--- src/rtl/axi_slv_wr_mem_if.sv ---
// rtl/axi_slv_wr_mem_if.sv - AW/W/B channel bundle between a write master and axi_slv_wr_mem
interface axi_slv_wr_mem_if #(
  parameter int ADDR_WIDTH = 32
);
  logic [ADDR_WIDTH-1:0] AW_ADDR_q;
  logic [3:0]            AW_ID;
  logic [3:0]            AW_LEN;
  logic [2:0]            AW_SIZE;
  logic [1:0]            AW_BURST;
  logic                  AWVALID;
  logic                  AWREADY;

  logic [31:0]           W_DATA;
  logic [3:0]            W_STRB;
  logic                  W_LAST;
  logic [3:0]            W_ID;
  logic                  WVALID;
  logic                  WREADY;

  logic [3:0]            B_ID;
  logic [1:0]            B_RESP;
  logic                  BVALID;
  logic                  BREADY;

  modport master (
    output AW_ADDR_q, AW_ID, AW_LEN, AW_SIZE, AW_BURST, AWVALID,
    input  AWREADY,
    output W_DATA, W_STRB, W_LAST, W_ID, WVALID,
    input  WREADY,
    input  B_ID, B_RESP, BVALID,
    output BREADY
  );

  modport slave (
    input  AW_ADDR_q, AW_ID, AW_LEN, AW_SIZE, AW_BURST, AWVALID,
    output AWREADY,
    input  W_DATA, W_STRB, W_LAST, W_ID, WVALID,
    output WREADY,
    output B_ID, B_RESP, BVALID,
    input  BREADY
  );
endinterface

--- src/rtl/axi_slv_wr_mem.sv ---
// rtl/axi_slv_wr_mem.sv - AXI write-channel slave into word memory; AXI_SLV_WRAP_EN enables WRAP bursts
module axi_slv_wr_mem #(
  parameter int ADDR_WIDTH = 32,
  parameter int DATA_WIDTH = 32,
  parameter int MEM_DEPTH  = 16
) (
  input  logic                         ACLK,
  input  logic                         ARESETn,
  axi_slv_wr_mem_if.slave              bus,
  input  logic [$clog2(MEM_DEPTH)-1:0] DBG_ADDR,
  output logic [DATA_WIDTH-1:0]        DBG_DATA
);
  localparam int IDX_W = $clog2(MEM_DEPTH);

  typedef enum logic [1:0] {IDLE, DATA, RESP} state_e;

  state_e                state_q, state_d;
  logic                  rdy_en_q;
  logic [ADDR_WIDTH-1:0] addr_q, addr_d;
  logic [3:0]            id_q, id_d;
  logic [3:0]            len_q, len_d;
  logic [3:0]            cnt_q, cnt_d;
  logic [2:0]            size_q, size_d;
  logic [1:0]            burst_q, burst_d;
  logic                  burst_err_q, burst_err_d;
  logic                  slverr_q, slverr_d;
  logic                  decerr_q, decerr_d;

  logic                  aw_ready, w_ready, b_valid;
  logic                  aw_hs, w_hs, b_hs;
  logic                  aw_err, last_beat, beat_oor, wr_en;
  logic [ADDR_WIDTH-3:0] word_idx;
  logic [ADDR_WIDTH-1:0] incr, next_addr;
`ifdef AXI_SLV_WRAP_EN
  logic [ADDR_WIDTH-1:0] aw_mask, bound;
`endif

  logic [DATA_WIDTH-1:0] mem [MEM_DEPTH];

  // rdy_en_q keeps AWREADY low through reset and for the edge that releases it
  assign aw_ready = rdy_en_q && (state_q == IDLE);
  assign w_ready  = (state_q == DATA);
  assign b_valid  = (state_q == RESP);

  assign bus.AWREADY = aw_ready;
  assign bus.WREADY  = w_ready;
  assign bus.BVALID  = b_valid;
  assign bus.B_ID    = id_q;
  assign bus.B_RESP  = decerr_q ? 2'b11 : (slverr_q ? 2'b10 : 2'b00);

  assign aw_hs     = bus.AWVALID && aw_ready;
  assign w_hs      = bus.WVALID && w_ready;
  assign b_hs      = b_valid && bus.BREADY;
  assign last_beat = (cnt_q == len_q);
  assign word_idx  = addr_q[ADDR_WIDTH-1:2];
  assign beat_oor  = (word_idx >= (ADDR_WIDTH-2)'(MEM_DEPTH));
  assign DBG_DATA  = mem[DBG_ADDR];

  always_comb begin
    aw_err = (bus.AW_SIZE > 3'd2) || (bus.AW_BURST == 2'b11);
`ifdef AXI_SLV_WRAP_EN
    aw_mask = (ADDR_WIDTH'(1) << bus.AW_SIZE) - ADDR_WIDTH'(1);
    if (bus.AW_BURST == 2'b10) begin
      if (!(bus.AW_LEN inside {4'd1, 4'd3, 4'd7, 4'd15})) aw_err = 1'b1;
      if ((bus.AW_ADDR_q & aw_mask) != '0)               aw_err = 1'b1;
    end
`else
    if (bus.AW_BURST == 2'b10) aw_err = 1'b1;
`endif
  end

  // FIXED and unsupported burst types keep the address where it is
  always_comb begin
    incr      = ADDR_WIDTH'(1) << size_q;
    next_addr = addr_q;
`ifdef AXI_SLV_WRAP_EN
    bound     = (ADDR_WIDTH'(len_q) + ADDR_WIDTH'(1)) << size_q;
`endif
    case (burst_q)
      2'b01:   next_addr = addr_q + incr;
`ifdef AXI_SLV_WRAP_EN
      2'b10:   next_addr = (addr_q & ~(bound - ADDR_WIDTH'(1))) |
                           ((addr_q + incr) & (bound - ADDR_WIDTH'(1)));
`endif
      default: next_addr = addr_q;
    endcase
  end

  always_comb begin
    state_d     = state_q;
    addr_d      = addr_q;
    id_d        = id_q;
    len_d       = len_q;
    cnt_d       = cnt_q;
    size_d      = size_q;
    burst_d     = burst_q;
    burst_err_d = burst_err_q;
    slverr_d    = slverr_q;
    decerr_d    = decerr_q;
    wr_en       = 1'b0;
    case (state_q)
      IDLE: begin
        if (aw_hs) begin
          addr_d      = bus.AW_ADDR_q;
          id_d        = bus.AW_ID;
          len_d       = bus.AW_LEN;
          size_d      = bus.AW_SIZE;
          burst_d     = bus.AW_BURST;
          cnt_d       = 4'd0;
          burst_err_d = aw_err;
          slverr_d    = aw_err;
          decerr_d    = 1'b0;
          state_d     = DATA;
        end
      end
      DATA: begin
        if (w_hs) begin
          if (beat_oor)          decerr_d = 1'b1;
          else if (!burst_err_q) wr_en    = 1'b1;
          if (bus.W_ID != id_q)       slverr_d = 1'b1;
          if (bus.W_LAST != last_beat) slverr_d = 1'b1;
          addr_d = next_addr;
          cnt_d  = cnt_q + 4'd1;
          if (last_beat) state_d = RESP;
        end
      end
      RESP: begin
        if (b_hs) state_d = IDLE;
      end
      default: state_d = IDLE;
    endcase
  end

  always_ff @(posedge ACLK or negedge ARESETn) begin
    if (!ARESETn) begin
      state_q     <= IDLE;
      rdy_en_q    <= 1'b0;
      addr_q      <= '0;
      id_q        <= 4'd0;
      len_q       <= 4'd0;
      cnt_q       <= 4'd0;
      size_q      <= 3'd0;
      burst_q     <= 2'd0;
      burst_err_q <= 1'b0;
      slverr_q    <= 1'b0;
      decerr_q    <= 1'b0;
    end else begin
      state_q     <= state_d;
      rdy_en_q    <= 1'b1;
      addr_q      <= addr_d;
      id_q        <= id_d;
      len_q       <= len_d;
      cnt_q       <= cnt_d;
      size_q      <= size_d;
      burst_q     <= burst_d;
      burst_err_q <= burst_err_d;
      slverr_q    <= slverr_d;
      decerr_q    <= decerr_d;
    end
  end

  // Memory has no reset so contents survive ARESETn
  always_ff @(posedge ACLK) begin
    if (wr_en) begin
      for (int b = 0; b < DATA_WIDTH / 8; b++) begin
        if (bus.W_STRB[b]) mem[addr_q[IDX_W+1:2]][8*b +: 8] <= bus.W_DATA[8*b +: 8];
      end
    end
  end
endmodule

--- src/flat_wrapper.sv ---
// flat-port wrapper written by rule: the top's interface ports become plain ports
module axi_slv_wr_mem_flat 
#(
  parameter int ADDR_WIDTH = 32,
  parameter int DATA_WIDTH = 32,
  parameter int MEM_DEPTH  = 16
)
  (ACLK, ARESETn, DBG_ADDR, DBG_DATA, bus_AW_ADDR_q, bus_AW_ID, bus_AW_LEN, bus_AW_SIZE, bus_AW_BURST, bus_AWVALID, bus_AWREADY, bus_W_DATA, bus_W_STRB, bus_W_LAST, bus_W_ID, bus_WVALID, bus_WREADY, bus_B_ID, bus_B_RESP, bus_BVALID, bus_BREADY);
  axi_slv_wr_mem_if #(.ADDR_WIDTH(ADDR_WIDTH)) bus_i ();
  input  logic ACLK;
  input  logic ARESETn;
  input  logic [$clog2(MEM_DEPTH)-1:0] DBG_ADDR;
  output logic [DATA_WIDTH-1:0] DBG_DATA;
  input wire logic [$bits(bus_i.AW_ADDR_q)-1:0] bus_AW_ADDR_q;
  input wire logic [$bits(bus_i.AW_ID)-1:0] bus_AW_ID;
  input wire logic [$bits(bus_i.AW_LEN)-1:0] bus_AW_LEN;
  input wire logic [$bits(bus_i.AW_SIZE)-1:0] bus_AW_SIZE;
  input wire logic [$bits(bus_i.AW_BURST)-1:0] bus_AW_BURST;
  input wire logic [$bits(bus_i.AWVALID)-1:0] bus_AWVALID;
  output wire logic [$bits(bus_i.AWREADY)-1:0] bus_AWREADY;
  input wire logic [$bits(bus_i.W_DATA)-1:0] bus_W_DATA;
  input wire logic [$bits(bus_i.W_STRB)-1:0] bus_W_STRB;
  input wire logic [$bits(bus_i.W_LAST)-1:0] bus_W_LAST;
  input wire logic [$bits(bus_i.W_ID)-1:0] bus_W_ID;
  input wire logic [$bits(bus_i.WVALID)-1:0] bus_WVALID;
  output wire logic [$bits(bus_i.WREADY)-1:0] bus_WREADY;
  output wire logic [$bits(bus_i.B_ID)-1:0] bus_B_ID;
  output wire logic [$bits(bus_i.B_RESP)-1:0] bus_B_RESP;
  output wire logic [$bits(bus_i.BVALID)-1:0] bus_BVALID;
  input wire logic [$bits(bus_i.BREADY)-1:0] bus_BREADY;
  assign bus_i.AW_ADDR_q = bus_AW_ADDR_q;
  assign bus_i.AW_ID = bus_AW_ID;
  assign bus_i.AW_LEN = bus_AW_LEN;
  assign bus_i.AW_SIZE = bus_AW_SIZE;
  assign bus_i.AW_BURST = bus_AW_BURST;
  assign bus_i.AWVALID = bus_AWVALID;
  assign bus_AWREADY = bus_i.AWREADY;
  assign bus_i.W_DATA = bus_W_DATA;
  assign bus_i.W_STRB = bus_W_STRB;
  assign bus_i.W_LAST = bus_W_LAST;
  assign bus_i.W_ID = bus_W_ID;
  assign bus_i.WVALID = bus_WVALID;
  assign bus_WREADY = bus_i.WREADY;
  assign bus_B_ID = bus_i.B_ID;
  assign bus_B_RESP = bus_i.B_RESP;
  assign bus_BVALID = bus_i.BVALID;
  assign bus_i.BREADY = bus_BREADY;
  axi_slv_wr_mem #(.ADDR_WIDTH(ADDR_WIDTH), .DATA_WIDTH(DATA_WIDTH), .MEM_DEPTH(MEM_DEPTH)) u_core (.ACLK(ACLK), .ARESETn(ARESETn), .bus(bus_i), .DBG_ADDR(DBG_ADDR), .DBG_DATA(DBG_DATA));
endmodule
--- config.mk ---
export PLATFORM = sky130hd
export DESIGN_NAME = axi_slv_wr_mem_flat
export DESIGN_NICKNAME = d
export VERILOG_FILES = /design/src/rtl/axi_slv_wr_mem_if.sv /design/src/rtl/axi_slv_wr_mem.sv /design/src/flat_wrapper.sv
export SDC_FILE = /design/constraint.sdc
export NUM_CORES = 1
export LEC_CHECK = 0
export BUFFER_PORTS_ARGS = -buffer_cell sky130_fd_sc_hd__buf_2
export CORE_MARGIN = 2
export CORE_UTILIZATION = 31
export CTS_BUF_LIST = sky130_fd_sc_hd__clkbuf_4 sky130_fd_sc_hd__clkbuf_8
export CTS_CLUSTER_SIZE = 30
export DETAILED_ROUTE_END_ITERATION = 7
export GPL_TIMING_DRIVEN = 0
export PLACE_DENSITY = 0.56
export SLEW_MARGIN = 20
export SYNTH_ARGS = -nofsm -noshare
export SYNTH_HDL_FRONTEND = slang
export SYNTH_SLANG_ARGS = --single-unit
--- constraint.sdc ---
create_clock -name ACLK -period 3.6 [get_ports ACLK]
set_input_delay 0.18 -clock ACLK [delete_from_list [all_inputs] [get_ports ACLK]]
set_output_delay 0.18 -clock ACLK [all_outputs]
set_load 0.01 [all_outputs]
## After elaboration in Yosys (flattened, before gate mapping)

Memories as Yosys holds them, arrays and structs flattened.
Cells that the tools add are included.

| operators by class | value |
|---|---|
| add/sub/neg operators | 2 |
| magnitude comparators | 2 |
| eq/ne operators | 15 |
| shifts and indexed selects | 1 |
| muxes and demuxes | 40 |
| reductions and logical operators | 13 |

Operators with widths:

| kind | number |
|---|---|
| $mux 32 | 3 |
| $pmux 32 s2 | 1 |
| $add 32x32->32 | 1 |
| $shl 1x3->32 const A | 1 |
| $ge 30x5->1 const B | 1 |
| $mux 1 | 24 |
| $reduce_and 4->1 | 4 |
| $mux 2 | 6 |
| $ne 2x2->1 const B | 5 |
| $mux 4 | 2 |
| $pmux 4 s2 | 1 |
| $eq 2x2->1 const B | 3 |
| $pmux 2 s3 | 1 |
| $add 4x1->4 const B | 1 |
| $eq 2x1->1 const B | 2 |
| $eq 4x4->1 | 1 |
| $logic_and 1x1->1 | 4 |
| $ne 4x4->1 | 1 |
| $pmux 1 s2 | 2 |
| $gt 3x2->1 const B | 1 |
| $ne 3x3->1 const B | 1 |
| $reduce_and 3->1 | 1 |
| $logic_not 2->1 | 1 |
| $ne 2x1->1 const B | 1 |
| 4 further kinds | 4 |

| word-level totals | value |
|---|---|
| bits in registers | 55 |
| RAM bits | 512 |
| output and inout bits | 41 |
| word-level logic and storage cells | 85 |
| memories kept | 1 |

Memory list:

| memory | depth | bits a word | read ports | clocked after memory_dff | wr ports | RTL line | RTL |
|---|---|---|---|---|---|---|---|
| u_core.mem | 16 | 32 | 1 | 0 | 1 | axi_slv_wr_mem.sv:38 | `logic [DATA_WIDTH-1:0] mem [MEM_DEPTH];` |

## Logic depth before layout (Yosys ltp)

| logic depth | value |
|---|---|
| word-level depth | 6 |
| gate-level depth with buffers | 10 |
| gate-level depth less buffers | 9 |

## Worst setup path after synthesis

Ideal clock, no wire load.

| path | value |
|---|---|
| kind | reg2reg |
| start point | register u_core.size_q[0] |
| end point | register u_core.addr_q[16] |
| arrival time | 2.244 ns |
| slack | 1.234 ns |
| stages on the path, launching flop included | 11 |
| path buffers | 1 |
| cell sequence | dfrtp_1 -> clkbuf_1 -> nor3_1 -> ha_1 -> fa_1 -> a211oi_1 -> o211a_1 -> nor2_4 -> nand2_1 -> a21oi_1 -> o22a_1 |

| between the ends | value |
|---|---|
| word-level cells in the longest chain between the ends | 5 |

Ends and longest elaborated chain:

| what | RTL line | RTL |
|---|---|---|
| from (decl) | axi_slv_wr_mem.sv:23 | `logic [2:0] size_q, size_d;` |
| from (signal assigned) | axi_slv_wr_mem.sv:154 | `size_q <= size_d;` |
| $shl 1x3->32 | axi_slv_wr_mem.sv:74 | `incr = ADDR_WIDTH'(1) << size_q;` |
| $add 32x32->32 | axi_slv_wr_mem.sv:80 | `2'b01: next_addr = addr_q + incr;` |
| $mux 32 | axi_slv_wr_mem.sv:79 | `case (burst_q)` |
| $mux 32 | axi_slv_wr_mem.sv:117 | `if (w_hs) begin` |
| $pmux 32 s2 | axi_slv_wr_mem.sv:101 | `case (state_q)` |
| to (signal assigned) | axi_slv_wr_mem.sv:150 | `addr_q <= addr_d;` |
| to (decl) | axi_slv_wr_mem.sv:19 | `logic [ADDR_WIDTH-1:0] addr_q, addr_d;` |

Every way passes these cells. The select of a mux whose other input is x is not followed.
A chain may end at the register's enable or synchronous reset.

## Worst setup path after layout

| path | value |
|---|---|
| start point | register u_core.addr_q[29] |
| end point | memory u_core.mem[8][30] (enable) |

| between the ends | value |
|---|---|
| word-level cells in the longest chain between the ends | 6 |

Ends and longest elaborated chain:

| what | RTL line | RTL |
|---|---|---|
| $ge 30x5->1 | axi_slv_wr_mem.sv:56 | `assign beat_oor = (word_idx >= (ADDR_WIDTH-2)'(MEM_DEPTH));` |
| $mux 1 | axi_slv_wr_mem.sv:118 | `if (beat_oor) decerr_d = 1'b1;` |
| $mux 1 | axi_slv_wr_mem.sv:117 |  |
| $mux 1 | axi_slv_wr_mem.sv:101 |  |
| $mux 1 | axi_slv_wr_mem.sv:164 | `if (wr_en) begin` |
| $mux 1 (implied by the code) | axi_slv_wr_mem.sv:166 | `if (bus.W_STRB[b]) mem[addr_q[IDX_W+1:2]][8*b +: 8] <= bus.W_DATA[8*b +: 8];` |
| to (decl) | axi_slv_wr_mem.sv:38 |  |

Every way passes these cells.

==> impl_metrics.yaml <==
status:
  status: "finished, violations left"
  violations: "DRC"
drt:
  routed_wl_um: 57800
  wl_met2_um: 29000
  route.met3.wl_um: 4040
  vias_per_cell: 5.00
  top_layer: "met5"
  drtIter0Drc: 1366
  routedWlPerCell_um: 22.7
  antenna_left: 0
  drcViolationCount: 8
  dr_total_vias: 12722
  wl_met1_um: 23800
  dr.pass1.iters: 7
synth:
  yosysTopAreaCellShare_pct: 67.0
  syn-cell-area_um2: 22900
  async_flop_share_pct: 9.70
  syn_nets: 1311
  synth_cells: 1206
  synth-main-ff-cell: "edfxtp_1"
  ys_seq_area_share_pct: 73.0
  ys_top_cells_by_area: "edfxtp_1, mux4_2, dfrtp_1"
  synth_area_leader_cell: "edfxtp_1"
  synth.most_common_cell: "edfxtp_1"
  ys_types: 62
  yosys_warnings: 0
  netlist_top_cells_count: "edfxtp_1, mux4_2, nor2_1"
  syn_avg_cell_area_um2: 19.0
  synth_edf_count: 512
  ys_ff_latch: 567
grt:
  grt_max_degree: 56
  track_usage_pct: 15.1
  grt_pass1_wl_um: 86100
  grt-ovfl-total: 0
  antenna_found_initial: 4
  grt_pass1_vias: 13429
placed_design:
  io_buffers: 132
  placed_cells: 2297
  place.detailed.hpwl_um: 37800
  gp_congestion: 0.879
cells_and_area:
  stdcell_count: 2546
  area_delta_synth_final_pct: 19.6
  drive_gt1_share_pct: 31.2
  layout.nets: 1621
critical_path:
  critPathMaxFanout: 10
  worstSetupEndpointType: "flop"
  required_ns: 3.87
  crit_type: "reg -> reg"
  startpoint_type: "flop"
  arrival_ns: 3.58
clock_tree:
  clk_latency_ns: 0.68
  h-tree-depth: 3
  clk_pin_slew_worst_paths_ns: 0.06
  clockBufferDepth: 3
  cts_tree: "done"
  post_cts_resized: 0
  cts.sinks: 567
  numCtsBuffers: 95
  clockRootBuffer: "clkbuf_8"
sta:
  max_freq_ghz: 0.303
  skew_ns: 0.0377
  relSlewSlack_pct: 23.7
  finalSetupViolations: 0
  tightest_slew_ns: 1.14
  rsz0062_at_grt: "no"
  period_share_pct: 91.8
  finalHoldViolations: 0
  tns_ns: 0
  drv_slew: 0
  min_period_ns: 3.30
floorplanning:
  die-area_um2: 76200
  row_count: 99
  start_util_pct: 31.4
  io_pins: 136
  fp.dieH_um: 276
  coreArea_um2: 73100
  die_w_um: 276
hold_path:
  hold_path_class: "in -> reg"
flow_run:
  max_cap_viol_count: 0
power_and_ir_drop:
  power_density_nw_per_um2: 577
  power_leakage_nw: 9.05
  peakVddDrop_mv: 0.396
## state kept, by name (all words and copies together), names as in the netlist
register and flops:
u_core.addr_q 32, u_core.rdy_en_q 1, u_core.burst_q 2, u_core.len_q 4
u_core.slverr_q 1, u_core.burst_err_q 1, u_core.size_q 3, u_core.cnt_q 4
u_core.mem 512, u_core.decerr_q 1, u_core.state_q 2, u_core.bus.B_ID 4
## critical path, stage by stage, from the launching register on
cell and delay [ns]:
dfrtp_1 0.44, nor4_1 0.32, nand4_1 0.14, and4bb_1 0.32, and3b_2 0.38, nand2_2 0.18
buf_2 0.23, nor2_1 0.88
## kinds of logic after synthesis
family	share of synthesized area, %
muxes	15.7
DFF	73.0
adders and majority gates	0.578
xor gates and xnor gates	0.611
and+or+nand+nor	5.77
other	0.0163
buffers and inverters	1.27
AOI/OAI and AO/OA	3.04
## final cells by class
| class | count | area, um2 |
|---|---|---|
| Antenna cell | 1 | 2.50 |
| Clock buffer | 134 | 1610 |
| Tap cell | 959 | 1200 |
| Multi-Input combinational cell | 574 | 5940 |
| Buffer | 63 | 285 |
| Sequential cell | 567 | 16800 |
| Timing Repair Buffer | 213 | 1470 |
| Fill cell | 6762 | 45600 |
| Clock inverter | 33 | 185 |
| Inverter | 2 | 7.51 |
## through the flow
step	area, um2	total power, mW	worst slack (ns)	hold slack (ns)	utilization (%)
6_report	27500	15.8	0.296	0.101	37.6
3_3_place_gp	24800	10.4	0.352	0.383	33.9
3_5_place_dp	24800	10.4	0.323	0.299	34.0
4_1_cts	27400	16.0	0.327	0.0372	37.5
2_1_floorplan	22900	9.53	1.23	-0.116	-
5_1_grt	27500	16.5	0.149	0.100	37.6
## repair_timing
action / 4_1_cts / 5_1_grt
hold buffers: 81 / 0
endpoints found under the hold margin: 618 / 0
setup buffers: 0 / 0
endpoints found under the setup margin: 0 / 0
## path summary, 6_finish.rpt
kind	cells past startpoint	to	slack, ns	startpoint
max	7	u_core.mem[8][30]	0.30	u_core.addr_q[29]
min	4	u_core.addr_q[19]	0.10	bus_AW_ADDR_q[19]
max reg2reg	7	u_core.mem[8][30]	0.30	u_core.addr_q[29]
min reg2reg	2	u_core.burst_q[0]	0.49	u_core.burst_q[0]
max in group asynchronous	2	u_core.cnt_q[2]	2.96	ARESETn
min in group asynchronous	2	u_core.addr_q[17]	0.13	ARESETn
## where the power goes
part	internal [mW]	switching [mW]
clock network	2.88	2.56
logic	1.02	1.59
registers	7.45	0.335
## placed cells by master, fill, tap and decap left out, types with 3 or more instances in the layout
cell type and n:
o211ai_1 7, mux4_2 160, or3_1 6, a2bb2oi_1 4, a22oi_1 3, a311oi_1 8
buf_4 6, o22a_1 3, o22ai_1 5, nor3_1 8, buf_1 11, clkbuf_1 23
edfxtp_1 512, ha_1 9, nor2b_1 5, nor3b_1 4, clkbuf_8 96, and3_1 11
nor2_2 15, a21o_1 4, clkbuf_4 38, a31oi_1 6, nor4_1 7, dlygate4sd3_1 81
buf_2 153, nand2_2 5, clkinv_2 4, and4_1 4, a21oi_1 27, dfrtp_1 55
xnor2_1 4, a211oi_1 5, o21ai_0 17, nand4_1 10, clkinv_1 23, nor2_1 87
xor2_1 12, nand2_1 87, nand3_1 17
## per-layer routing
metal  up-vias  track usage, %
met5         -               0
met4         6            3.85
met3        84            3.69
met2       489            25.7
met1      6586            19.4
li1       5557               -
(Power assumes the default switching activity.)
